## src/rtl/posit_pkg.sv

```systemverilog
// Shared definitions for the posit rounding pipeline.
// Patterns are built at a fixed maximum width and sliced by each user.
package posit_pkg;

  localparam int PMAX  = 64;
  localparam int WW    = PMAX + 2;
  localparam int N_DEF = 32;
  localparam int KMAX  = N_DEF - 2;
  localparam int KMIN  = -(N_DEF - 2);

  typedef struct packed {
    logic          sign;
    logic          zero;
    logic          nar;
    logic          rtz;
    logic          sat;
    logic          sticky;
    logic [WW-1:0] win;
  } s1_pay_t;

  function automatic int kmax(input int n);
    return n - 2;
  endfunction

  function automatic int kmin(input int n);
    return -(n - 2);
  endfunction

  function automatic logic [PMAX-1:0] nar_pat(input int n);
    return PMAX'(1) << (n - 1);
  endfunction

  function automatic logic [PMAX-1:0] maxpos_pat(input int n);
    return (PMAX'(1) << (n - 1)) - PMAX'(1);
  endfunction

  function automatic logic [PMAX-1:0] minpos_pat();
    return PMAX'(1);
  endfunction

endpackage

```

## src/rtl/posit_regime_pack.sv

```systemverilog
// Builds the regime run and shifts {exp, frac} behind it into the
// (N-1)+2 bit rounding window; everything further down folds into sticky.
module posit_regime_pack #(
  parameter int N  = 32,
  parameter int ES = 2,
  parameter int FW = N,
  parameter int KW = $clog2(N) + 2
) (
  input  logic signed [KW-1:0] k,
  input  logic [ES-1:0]        exp,
  input  logic [FW-1:0]        frac,
  input  logic                 sticky,
  output logic [N:0]           win,
  output logic                 sticky_out
);

  localparam int M = N + ES + FW;

  logic          fill;
  logic [KW-1:0] run;
  logic [M-1:0]  body;
  logic [M-1:0]  mask;
  logic [M-1:0]  r;

  // Terminator bit leads the body; the run of fill bits is shifted in.
  always_comb begin
    fill = ~k[KW-1];
    run  = fill ? KW'(k + KW'(1)) : KW'(-k);
    body = {~fill, exp, frac, {(N-1){1'b0}}};
    mask = ~({M{1'b1}} >> run);
    r    = (body >> run) | (fill ? mask : '0);
    win  = r[M-1 -: N+1];
    sticky_out = sticky | (|r[M-N-2:0]);
  end

endmodule

```

## src/rtl/posit_round_pipe.sv

```systemverilog
// Two-stage posit encoder: clamp/pack, then round/sign with
// valid/ready flow control between stages.
module posit_round_pipe
  import posit_pkg::*;
#(
  parameter int N  = 32,
  parameter int ES = 2,
  parameter int FW = N,
  parameter int KW = $clog2(N) + 2
) (
  input  logic                 clk,
  input  logic                 rst,
  input  logic                 in_valid,
  output logic                 in_ready,
  input  logic                 in_sign,
  input  logic                 in_zero,
  input  logic                 in_nar,
  input  logic signed [KW-1:0] in_k,
  input  logic [ES-1:0]        in_exp,
  input  logic [FW-1:0]        in_frac,
  input  logic                 in_sticky,
  input  logic                 in_rtz,
  output logic                 out_valid,
  input  logic                 out_ready,
  output logic [N-1:0]         out_posit,
  output logic                 out_inexact,
  output logic                 out_sat
);

  localparam logic signed [KW-1:0] K_HI = KW'(kmax(N));
  localparam logic signed [KW-1:0] K_LO = KW'(kmin(N));
  localparam logic [N-1:0] P_NAR = N'(nar_pat(N));
  localparam logic [N-1:0] P_MAX = N'(maxpos_pat(N));
  localparam logic [N-1:0] P_MIN = N'(minpos_pat());

  logic                 s1_valid;
  logic                 s1_adv;
  logic                 s2_adv;
  logic signed [KW-1:0] k_c;
  logic                 sat_c;
  logic [N:0]           pk_win;
  logic                 pk_sticky;
  s1_pay_t              s1_d;
  s1_pay_t              s1_q;

  assign s2_adv   = ~out_valid | out_ready;
  assign s1_adv   = ~s1_valid | s2_adv;
  assign in_ready = s1_adv;

  always_comb begin
    k_c   = in_k;
    sat_c = 1'b0;
    if (in_k > K_HI) begin
      k_c   = K_HI;
      sat_c = 1'b1;
    end else if (in_k < K_LO) begin
      k_c   = K_LO;
      sat_c = 1'b1;
    end
  end

  posit_regime_pack #(
    .N (N),
    .ES(ES),
    .FW(FW),
    .KW(KW)
  ) u_pack (
    .k         (k_c),
    .exp       (in_exp),
    .frac      (in_frac),
    .sticky    (in_sticky),
    .win       (pk_win),
    .sticky_out(pk_sticky)
  );

  always_comb begin
    s1_d        = '0;
    s1_d.sign   = in_sign;
    s1_d.zero   = in_zero;
    s1_d.nar    = in_nar;
    s1_d.rtz    = in_rtz;
    s1_d.sat    = sat_c;
    s1_d.sticky = pk_sticky;
    s1_d.win    = {pk_win, {(WW-N-1){1'b0}}};
  end

  always_ff @(posedge clk or posedge rst) begin
    if (rst) begin
      s1_valid <= 1'b0;
      s1_q     <= '0;
    end else if (s1_adv) begin
      s1_valid <= in_valid;
      if (in_valid) s1_q <= s1_d;
    end
  end

  logic [N-2:0] kept;
  logic         g;
  logic         s;
  logic         inc;
  logic [N-1:0] sum;
  logic [N-2:0] mag;
  logic [N-1:0] pos;
  logic [N-1:0] r_posit;
  logic         r_inx;
  logic         r_sat;

  // Window sits MSB-aligned in the payload; all lower bits feed S.
  always_comb begin
    kept = s1_q.win[WW-1 -: N-1];
    g    = s1_q.win[WW-N];
    s    = s1_q.sticky | (|s1_q.win[WW-N-1:0]);
    inc  = ~s1_q.rtz & g & (s | kept[0]);
    sum  = {1'b0, kept} + N'(inc);
    mag  = sum[N-1] ? P_MAX[N-2:0] : sum[N-2:0];
    if (mag == '0) mag = P_MIN[N-2:0];
    pos  = {1'b0, mag};
    if (s1_q.sign) pos = -pos;
    r_posit = pos;
    r_inx   = g | s;
    r_sat   = s1_q.sat;
    if (s1_q.nar) begin
      r_posit = P_NAR;
      r_inx   = 1'b0;
      r_sat   = 1'b0;
    end else if (s1_q.zero) begin
      r_posit = '0;
      r_inx   = 1'b0;
      r_sat   = 1'b0;
    end
  end

  always_ff @(posedge clk or posedge rst) begin
    if (rst) begin
      out_valid   <= 1'b0;
      out_posit   <= '0;
      out_inexact <= 1'b0;
      out_sat     <= 1'b0;
    end else if (s2_adv) begin
      out_valid <= s1_valid;
      if (s1_valid) begin
        out_posit   <= r_posit;
        out_inexact <= r_inx;
        out_sat     <= r_sat;
      end
    end
  end

endmodule

```

## config.mk

```make
export PLATFORM = sky130hd
export DESIGN_NAME = posit_round_pipe
export DESIGN_NICKNAME = d
export VERILOG_FILES = /design/src/rtl/posit_pkg.sv /design/src/rtl/posit_regime_pack.sv /design/src/rtl/posit_round_pipe.sv
export SDC_FILE = /design/constraint.sdc
export NUM_CORES = 1
export LEC_CHECK = 0
export BUFFER_PORTS_ARGS = -buffer_cell sky130_fd_sc_hd__buf_4
export CAP_MARGIN = 20
export CORE_ASPECT_RATIO = 0.5
export CORE_MARGIN = 2
export CORE_UTILIZATION = 62
export CTS_BUF_LIST = sky130_fd_sc_hd__clkbuf_2
export DETAILED_ROUTE_END_ITERATION = 6
export GPL_TIMING_DRIVEN = 0
export PLACE_DENSITY_LB_ADDON = 0.1
export RECOVER_POWER = 25
export SYNTH_ARGS = -nofsm -noshare
export SYNTH_HDL_FRONTEND = slang
export SYNTH_SLANG_ARGS = --single-unit
```

## constraint.sdc

```tcl
create_clock -name clk -period 6 [get_ports clk]
set_clock_uncertainty 0.15 [all_clocks]
set_input_delay 1.2 -clock clk [delete_from_list [all_inputs] [get_ports clk]]
set_output_delay 1.2 -clock clk [all_outputs]
set_load 0.01 [all_outputs]
```

==> impl_metrics.env <==
export IMPL_syn_nets=1138
export IMPL_fin_crit_ns=5.89
export IMPL_clkTransAtPathRegs_ns=0.19
export IMPL_coreArea_um2=12800
export IMPL_violations="design-rule violations, max-capacitance violations, max-slew violations"
export IMPL_grt_usage=0.420
export IMPL_grt_pass1_vias=8821
export IMPL_antenna_cells=0
export IMPL_ys_seq_elements=75
export IMPL_via_per_inst=7.19
export IMPL_p_int_mw=1.30
export IMPL_cts_tree="done"
export IMPL_dpl_cell_area_um2=9010
export IMPL_peakVddDrop_mv=0.236
export IMPL_port_buffers=84
export IMPL_grt_max_degree=76
export IMPL_r2r_end="out_posit[28]$_DFFE_PP0P_"
export IMPL_die_area_um2=14200
export IMPL_cp_data_required_time_ns=6.32
export IMPL_ys_warn_count=0
export IMPL_worstSkewPairLatency_ns=0.56
export IMPL_cts_buffer_depth=2
export IMPL_hold_viol=0
export IMPL_cap_violations=1
export IMPL_max_slew_margin_rel=-1.08
export IMPL_syn_area_um2=8170
export IMPL_place_gp_congestion=1.02
export IMPL_synthArstFlopShare=1.00
export IMPL_first_pass_iters=7
export IMPL_finalMaxSlewViolations=76
export IMPL_grt_ovfl_total=0
export IMPL_final_period_utilization=0.981
export IMPL_io_pins=86
export IMPL_power_density_nw_per_um2=278
export IMPL_area_growth_pct=13.1
export IMPL_yosysTopAreaCell="dfrtp_1"
export IMPL_avgSynthCellArea_um2=7.55
export IMPL_detail_route_antenna_nets=0
export IMPL_cts_num_sinks=75
export IMPL_routed_wl_um=29800
export IMPL_yosys_most_used_dff="dfrtp_1"
export IMPL_hold_class="flip-flop to flip-flop"
export IMPL_worst_pin_slew_ns=3.10
export IMPL_arrival_ns=6.20
export IMPL_reg2reg_slack_ns=0.72
export IMPL_crit_path_start="in_k[2]"
export IMPL_chipHeight_um=85.2
export IMPL_cpPeakStageDelay_ns=0.48
export IMPL_post_dp_hpwl_um=22900
export IMPL_rows=29
export IMPL_crit_chain="buf_4, clkbuf_1, nor3_1, nand2b_1, nand3_1, ha_1, clkbuf_1, nor2_2, nand2_1, inv_1, ha_1, clkbuf_1, and3_1, xnor2_1, o31ai_1, a2bb2oi_2, nor2_1, a22oi_1, nor4bb_1, nand4_1, o31a_1"
export IMPL_p_comb_frac=0.608
export IMPL_antenna_found_initial=0
export IMPL_drive_gt1_frac=0.172
export IMPL_leakage_nw=3.73
export IMPL_rr_startpoint="s1_q[68]$_DFFE_PP0P_"
export IMPL_fmax_mhz=170
export IMPL_postSynthCellCount=1082
export IMPL_synth_top_cells_by_area="dfrtp_1 (23%), mux2i_1 (5.9%), nand2_1 (5.5%), o21ai_0 (5.1%), a21oi_1 (4.1%)"
export IMPL_cp_slowest_cell="a2bb2oi_2"
export IMPL_synth_edf_count=0
export IMPL_cp_common_cell="clkbuf_1"
export IMPL_cp_end_kind="flip-flop"
export IMPL_final_nets=1231
export IMPL_cp_start_kind="input pin"
export IMPL_rsz0062_at_grt="true"
export IMPL_drc=1
export IMPL_start_util=0.639
export IMPL_p_sw_frac=0.495
export IMPL_first_iter_violations=1484
export IMPL_p_clk_frac=0.106
export IMPL_yosysUniqueCellTypes=87
export IMPL_path_max_fanout=10
export IMPL_wl_per_cell_um=22.0
export IMPL_vias=9712
export IMPL_cts_htree_levels=3
export IMPL_hold_ws_ns=0.365
export IMPL_p_seq_frac=0.286
export IMPL_design_area_um2=9240
export IMPL_r2r_cells=18
export IMPL_status="complete, but fails checks"
export IMPL_synth_top_area_frac=0.230
export IMPL_crit_end="s1_q[66]$_DFFE_PP0P_"
export IMPL_grt_pass1_wl_um=47900
export IMPL_die_x_um=166
export IMPL_post_cts_buffers=0
export IMPL_cts_hold_buf=0
export IMPL_p_switching_mw=1.27
export IMPL_synth_seq_area_share=0.230
export IMPL_setup_viol=0
export IMPL_fin_cells=1350
export IMPL_clockRootBuffer="clkbuf_2"
export IMPL_path_class="input pin to flip-flop"
export IMPL_dp_cells=1336
export IMPL_cts_buffers=9
-- cells by family after synthesis --
family                   Yosys count  synth area share
AO/OA/AOI/OAI                    330             0.268
multiplexers                      82             0.124
buffers and inverters            111            0.0533
adder cells (fa/ha/maj)            6           0.00919
XOR/XNOR                          36            0.0386
AND/OR/NAND/NOR                  442             0.277
flip-flops                        75             0.230
-- power groups by stage --
| stage | sequential, mW | combinational, mW | clock [mW] |
|---|---|---|---|
| 6_report | 0.734 | 1.56 | 0.273 |
| 5_1_grt | 0.750 | 1.67 | 0.294 |
| 4_1_cts | 0.728 | 1.48 | 0.268 |
| 3_5_place_dp | 0.740 | 1.46 | 0 |
| 3_3_place_gp | 0.730 | 1.42 | 0 |
| 2_1_floorplan | 0.743 | 0.964 | 0 |
-- per-stage QoR --
stage                     power (mW)  setup slack (ns)  setup TNS (ns)   util
final                           2.57             0.113               0  0.723
after global routing            2.71           -0.0888          -0.171  0.723
after CTS                       2.48           0.00411               0  0.717
after detailed placement        2.20             -1.47          -27.60  0.706
after global placement          2.15             -1.38          -23.29  0.705
after floorplan                 1.71             0.171               0      -
-- placed cells by master, fill, tap and decap left out, drive strengths merged, types with 5 or more instances in the layout --
cell type  instances
dfrtp             75
a21oi             67
o31ai             10
o211ai            29
clkbuf            76
a22o               5
a211oi            18
nand3b             8
mux2i             48
clkinv             5
nand2            119
o21ai             93
ha                 6
a31oi             14
mux2              21
o22ai              6
a211o              9
or3                9
or4                8
a221oi             5
nor4              20
o221ai             6
nor2b              6
o21a               7
and3              17
nor2              87
nand2b            14
and2              16
or2                6
xnor2             24
nand3             43
buf              101
a22oi             12
xor2              12
inv               23
mux4              13
nor3              43
nand4             25
-- sequential cells by signal (all words and copies together) (netlist names) --
register / cells
out_posit: 32
kept: 31
s1_q: 7
g: 1
out_inexact: 1
out_sat: 1
out_valid: 1
s1_valid: 1
-- final cells by class --
| cell class | count | area [µm²] |
|---|---|---|
| multi-input cells | 896 | 5940 |
| repair buffers | 84 | 631 |
| plain buffers | 84 | 368 |
| clock buffers | 9 | 45.0 |
| well taps | 170 | 213 |
| fillers | 1012 | 3540 |
| flip-flops and latches | 75 | 1880 |
| clock inverters | 7 | 58.8 |
| inverters | 25 | 98.8 |
-- routing by layer --
| layer | vias up | part of all wire | track usage |
|---|---|---|---|
| met5 | - | 0 | 0 |
| met4 | 0 | 0.045 | 0.187 |
| met3 | 144 | 0.11 | 0.0849 |
| met2 | 796 | 0.44 | 0.666 |
| met1 | 4480 | 0.41 | 0.563 |
| li1 | 4292 | - | - |
-- Yosys cell counts (18+ instances only) --
library cell	instances
nand2_1	119
mux2_2	20
nor3_1	43
nand4_1	25
clkbuf_1	65
nor4_1	18
a21oi_1	67
dfrtp_1	75
nor2_1	86
xnor2_1	24
o21ai_0	84
inv_1	24
o211ai_1	28
nand3_1	42
mux2i_1	48
-- worst min-delay path by stage --
stage / from / end / slack (ns) / cells after the start
after floorplan: s1_q[67]$_DFFE_PP0P_ / s1_q[67]$_DFFE_PP0P_ / 0.30 / 2
after detailed placement: out_posit[26]$_DFFE_PP0P_ / out_posit[26]$_DFFE_PP0P_ / 0.33 / 2
after CTS: out_posit[2]$_DFFE_PP0P_ / out_posit[2]$_DFFE_PP0P_ / 0.36 / 2
final: out_posit[20]$_DFFE_PP0P_ / out_posit[20]$_DFFE_PP0P_ / 0.37 / 2
after global placement: out_posit[10]$_DFFE_PP0P_ / out_posit[10]$_DFFE_PP0P_ / 0.31 / 2
after global routing: out_posit[2]$_DFFE_PP0P_ / out_posit[2]$_DFFE_PP0P_ / 0.40 / 2
-- critical path: cells and delay by family --
family / cells / cell delay, ns
compound gates: 4 / 1.61
simple gates: 9 / 1.57
buf+inv: 5 / 1.14
fa+ha+maj: 2 / 0.56
xor+xnor: 1 / 0.13
-- timing repair --
action | in CTS | in global routing
gates resized for setup | 22 | 32
pin swaps | 0 | 1
endpoints found under the setup margin | 27 | 31
Note: power is estimated with default switching activity, not from simulation.
